[src/rtl/uart_rx_axis.sv]
// UART receiver (8x prescaled bit timing, mid-bit sampling) feeding a single-entry AXI-Stream holding register.
// Framing and overrun errors pulse for one cycle; a break after a bad stop bit holds the receiver busy until the line recovers.
module uart_rx_axis #(
  parameter int DATA_WIDTH = 8
) (
  input  logic                  clk,
  input  logic                  rst,
  input  logic                  rxd,
  input  logic [15:0]           prescale,
  output logic [DATA_WIDTH-1:0] m_axis_tdata,
  output logic                  m_axis_tvalid,
  input  logic                  m_axis_tready,
  output logic                  busy,
  output logic                  overrun_error,
  output logic                  frame_error
);
  localparam int TW = 19;
  localparam int BW = $clog2(DATA_WIDTH + 1);

  typedef enum logic [1:0] {IDLE, START, DATA, STOP} state_t;

  state_t                r_state, w_state_next;
  logic                  r_sync0, r_sync1;
  logic [1:0]            r_settle;
  logic                  r_armed;
  logic                  r_brk, w_brk_next;
  logic [15:0]           r_ps, w_ps_next;
  logic [TW-1:0]         r_tick, w_tick_next;
  logic [BW-1:0]         r_bit, w_bit_next;
  logic [DATA_WIDTH-1:0] r_shift, w_shift_next;
  logic                  w_good, w_bad;
  logic                  w_rxd_s;
  logic [15:0]           w_ps_eff;
  logic [TW-1:0]         w_half, w_full;
  logic [DATA_WIDTH-1:0] r_tdata;
  logic                  r_tvalid, r_ovr, r_fe;

  assign w_rxd_s  = r_sync1;
  assign w_ps_eff = (prescale == 16'd0) ? 16'd1 : prescale;
  assign w_half   = {1'b0, w_ps_eff, 2'b00} - TW'(1);
  assign w_full   = {r_ps, 3'b000} - TW'(1);

  // r_armed blocks start detection until the real line has been seen high after reset
  always_ff @(posedge clk or posedge rst) begin
    if (rst) begin
      r_sync0  <= 1'b1;
      r_sync1  <= 1'b1;
      r_settle <= 2'b00;
      r_armed  <= 1'b0;
    end else begin
      r_sync0  <= rxd;
      r_sync1  <= r_sync0;
      r_settle <= {r_settle[0], 1'b1};
      if (r_settle[1] && w_rxd_s) begin
        r_armed <= 1'b1;
      end
    end
  end

  always_ff @(posedge clk or posedge rst) begin
    if (rst) begin
      r_state <= IDLE;
      r_brk   <= 1'b0;
      r_ps    <= '0;
      r_tick  <= '0;
      r_bit   <= '0;
      r_shift <= '0;
    end else begin
      r_state <= w_state_next;
      r_brk   <= w_brk_next;
      r_ps    <= w_ps_next;
      r_tick  <= w_tick_next;
      r_bit   <= w_bit_next;
      r_shift <= w_shift_next;
    end
  end

  always_comb begin
    w_state_next = r_state;
    w_brk_next   = r_brk;
    w_ps_next    = r_ps;
    w_tick_next  = r_tick;
    w_bit_next   = r_bit;
    w_shift_next = r_shift;
    w_good       = 1'b0;
    w_bad        = 1'b0;
    case (r_state)
      IDLE: begin
        if (r_armed && !w_rxd_s) begin
          w_state_next = START;
          w_ps_next    = w_ps_eff;
          w_tick_next  = w_half;
          w_bit_next   = '0;
          w_brk_next   = 1'b0;
        end
      end
      START: begin
        if (r_tick != '0) begin
          w_tick_next = r_tick - TW'(1);
        end else if (w_rxd_s) begin
          w_state_next = IDLE;
        end else begin
          w_state_next = DATA;
          w_tick_next  = w_full;
        end
      end
      DATA: begin
        if (r_tick != '0) begin
          w_tick_next = r_tick - TW'(1);
        end else begin
          w_shift_next = DATA_WIDTH'({w_rxd_s, r_shift} >> 1);
          w_tick_next  = w_full;
          if (r_bit == BW'(DATA_WIDTH - 1)) begin
            w_state_next = STOP;
            w_bit_next   = '0;
          end else begin
            w_bit_next = r_bit + BW'(1);
          end
        end
      end
      STOP: begin
        // after a bad stop bit, wait here for the line to go high
        if (r_brk) begin
          if (w_rxd_s) begin
            w_state_next = IDLE;
            w_brk_next   = 1'b0;
          end
        end else if (r_tick != '0) begin
          w_tick_next = r_tick - TW'(1);
        end else if (w_rxd_s) begin
          w_good       = 1'b1;
          w_state_next = IDLE;
        end else begin
          w_bad      = 1'b1;
          w_brk_next = 1'b1;
        end
      end
      default: w_state_next = IDLE;
    endcase
  end

  // a completing frame may load only if the holding register is empty or being drained this cycle
  always_ff @(posedge clk or posedge rst) begin
    if (rst) begin
      r_tdata  <= '0;
      r_tvalid <= 1'b0;
      r_ovr    <= 1'b0;
      r_fe     <= 1'b0;
    end else begin
      r_ovr <= 1'b0;
      r_fe  <= w_bad;
      if (w_good && (!r_tvalid || m_axis_tready)) begin
        r_tdata  <= r_shift;
        r_tvalid <= 1'b1;
      end else if (w_good) begin
        r_ovr <= 1'b1;
      end else if (r_tvalid && m_axis_tready) begin
        r_tvalid <= 1'b0;
      end
    end
  end

  assign m_axis_tdata  = r_tdata;
  assign m_axis_tvalid = r_tvalid;
  assign overrun_error = r_ovr;
  assign frame_error   = r_fe;
  assign busy          = (r_state != IDLE);

endmodule

[config.mk]
export PLATFORM = sky130hd
export DESIGN_NAME = uart_rx_axis
export DESIGN_NICKNAME = d
export VERILOG_FILES = /design/src/rtl/uart_rx_axis.sv
export SDC_FILE = /design/constraint.sdc
export NUM_CORES = 1
export LEC_CHECK = 0
export BUFFER_PORTS_ARGS = -buffer_cell sky130_fd_sc_hd__buf_2
export CAP_MARGIN = 20
export CELL_PAD_IN_SITES_DETAIL_PLACEMENT = 1
export CELL_PAD_IN_SITES_GLOBAL_PLACEMENT = 2
export CORE_UTILIZATION = 42
export DETAILED_ROUTE_END_ITERATION = 10
export GPL_TIMING_DRIVEN = 0
export PLACE_DENSITY = 0.84
export SLEW_MARGIN = 20
export SYNTH_ARGS = -nofsm -noshare
export SYNTH_HDL_FRONTEND = slang
export SYNTH_SLANG_ARGS = --single-unit
export TNS_END_PERCENT = 50
[constraint.sdc]
create_clock -name clk -period 5.93 [get_ports clk]
set_clock_uncertainty 0.2 [all_clocks]
set_input_delay 0.2965 -clock clk [delete_from_list [all_inputs] [get_ports clk]]
set_output_delay 0.2965 -clock clk [all_outputs]
set_load 0.1 [all_outputs]
==> run summary <==
commonest cells after routing, fill and taps aside -> dfrtp_1, nor2_1, buf_2, mux2_2, nand2_1
clk slew on worst S/H paths -> 0.09 ns
Max-Cap Viols -> 0
die area -> 0.01017 mm2
commonest non-fill, non-tap cell in the layout -> dfrtp_1
status -> finished clean
Lkg Pwr -> 1.951 nW
antenna violations before repair -> 0
largest net degree at the start of global routing -> 36
DR WL/cell -> 20.56 um
Mapped Nets -> 457
number of global-route vias before repair -> 3691
CTS tree -> yes
critical path peak fanout -> 5
Period minus WS final -> 3.570 ns
GRT Util Overall -> 0.2665
clk_lat worst skew -> 0.36 ns
Starting Density -> 0.4378
CP Launch Type -> primary input
Place WS -> 2.423 ns
first-pass GRT wire length -> 20400 um
TNS Setup -> 0 ns
Post-CTS Resized -> 0
fin worst setup slack -> 2.360 ns
H-tree levels -> 3
share of post-route cells with drive strength above 1 -> 0.2218
PwrDens -> 455.2 mW/mm2
GPL Wtd Cong -> 0.8775
WHS -> 0.02195 ns
CP Class -> primary input to flop
VDD IR max -> 173.1 uV
async set-reset flop share out of synthesis -> 1.000
non-filler cells, final -> 607
Setup crit end kind -> flop
routed vias -> 3591
Inst Count DP -> 588
I/O pins -> 32
DR iter-0 viols -> 197
clk sinks -> 66
# DRC -> 0
die outline height -> 100.8 um
Core ar. -> 0.009371 mm2
Slew HR -> 0.3682
CTS Root Cell -> clkbuf_8
grt ovf -> 0
filler instances -> 1131
max-slew violations -> 0
Tot Pwr -> 2.127 mW
top cell type's share of synthesized area -> 0.3904
post-DP HPWL -> 8908 um
Tcrit/Tclk final -> 0.6021
Yosys cell types -> 68
drt total wl -> 12480 um
Die X -> 100.8 um
FP Rows -> 35
Area growth, synth to finish -> 13.88%
largest area contributor in the netlist -> dfrtp_1
Seq/Total Area, Yosys -> 0.4032
synthesized area -> 0.004103 mm2
Yosys Warn Count -> 0
CP required -> 6.02 ns
worst slew pin tran -> 0.9391 ns
antenna diode count -> 0
RSZ-0062 raised after global routing -> no
Final #Nets -> 502
final hold violation count -> 0
synth top area cells -> dfrtp_1, mux2_2, o21ai_0
Data arrival, critical path -> 3.67 ns
Synth Flop Type -> dfrtp_1
EDFF count, synth -> 0
Post-Syn Instances -> 428
CTS Buf Count -> 9
final setup vio count -> 0
clk buf depth -> 2
Buffers on Ports -> 30
Yosys reg bits -> 66
Fmax -> 280.1 MHz
HP Class -> primary input to flop
antenna viol nets, final -> 0
Synth Area per Inst -> 9.586 um2
drt first pass iters -> 4
Vias/cell -> 5.916
==> report_power, final <==
group	internal (mW)	switching, mW	leakage [nW]
Combinational	0.375	0.595	1.02
Clock	0.201	0.211	0.101
Sequential	0.579	0.166	0.834
Total	1.15	0.972	1.95
==> registers in the layout, indices dropped and copies added (netlist names), 2 cells and up, named ones only <==
signal	count
m_axis_tdata	8
r_ps	16
r_shift	8
r_bit	4
r_tick	19
r_settle	2
==> what timing repair did <==
action | 4_1_cts | 5_1_grt
setup buffers | 0 | 0
setup endpoints to repair | 0 | 0
hold buffers | 3 | 0
endpoints found under the hold margin | 31 | 0
==> worst max-delay path: stages <==
cell,delay (ns)
dlygate4sd3_1,0.53
buf_2,0.13
or4_1,0.20
nor3_1,0.10
a21oi_1,0.40
ha_1,0.30
nor3b_1,0.57
nand2_1,0.22
or3_1,0.37
xnor2_1,0.24
a21oi_1,0.13
a21oi_1,0.17
==> final timing paths <==
kind                         startpoint           to  slack [ns]  cells after the start
min                         prescale[7]      r_ps[7]        0.02                      2
max                        prescale[11]   r_tick[12]        2.36                     12
min reg2reg                 r_settle[0]  r_settle[1]        0.16                      0
max in group asynchronous           rst    r_tick[7]        4.69                      4
min in group asynchronous           rst   r_shift[1]        0.29                      3
max reg2reg                   r_tick[0]   r_tick[17]        2.41                      9
==> synthesized netlist by cell type (2+ instances only) <==
cell,instances
a211o_1,2
a211oi_1,3
a21boi_0,2
a21o_1,3
a21oi_1,20
a22o_1,12
a31oi_1,6
and4b_1,2
buf_2,3
buf_6,2
clkbuf_1,16
dfrtp_1,64
dfstp_2,2
ha_1,9
inv_1,12
mux2_2,32
mux2i_1,2
nand2_1,30
nand2b_1,5
nand3_1,16
nand3_2,2
nand4_1,3
nor2_1,34
nor3_1,15
nor3b_1,3
nor4_1,13
o211ai_1,4
o21ai_0,27
o31ai_1,6
o41ai_1,2
or2_2,2
or3_1,2
or4_1,12
or4_4,2
or4b_2,2
xnor2_1,15
xor2_1,10
==> layer usage <==
metal / GRT usage / wire [um] / part of all wire
met4: 0.09142 / 76 / 0.0061
met5: 0 / 0 / 0
met1: 0.3868 / 6064 / 0.49
met3: 0.04438 / 568 / 0.046
met2: 0.4020 / 5767 / 0.46
==> area by class of cell <==
type                            count  area [um2]  area share
Multi-Input combinational cell    327        2298      0.4920
Sequential cell                    66        1654      0.3540
Timing Repair Buffer               34       200.2     0.04285
Tap cell                          129       161.4     0.03455
Clock buffer                        9       123.9     0.02651
Buffer                             22       101.3     0.02169
Clock inverter                      7       81.33     0.01741
Inverter                           13       51.30     0.01098
==> through the flow <==
stage                     cell area [um2]  utilization
after floorplan                      4103            -
final                                4672       0.4985
after global routing                 4672       0.4985
after global placement               4414       0.4710
after detailed placement             4437       0.4734
after CTS                            4672       0.4985
==> logic make-up (layout without fill, tap and decap cells) <==
group | after synthesis | count (layout) | share of synthesized area
AOI/OAI and AO/OA | 104 | 104 | 0.1717
xor gates and xnor gates | 25 | 25 | 0.05337
adders and majority gates | 9 | 9 | 0.02745
buffers and inverters | 35 | 85 | 0.03659
DFF | 66 | 66 | 0.4032
muxes | 35 | 35 | 0.09546
other | 1 | 1 | 0.0009140
and+or+nand+nor | 153 | 153 | 0.2113
Note: power is estimated with default switching activity, not from simulation.
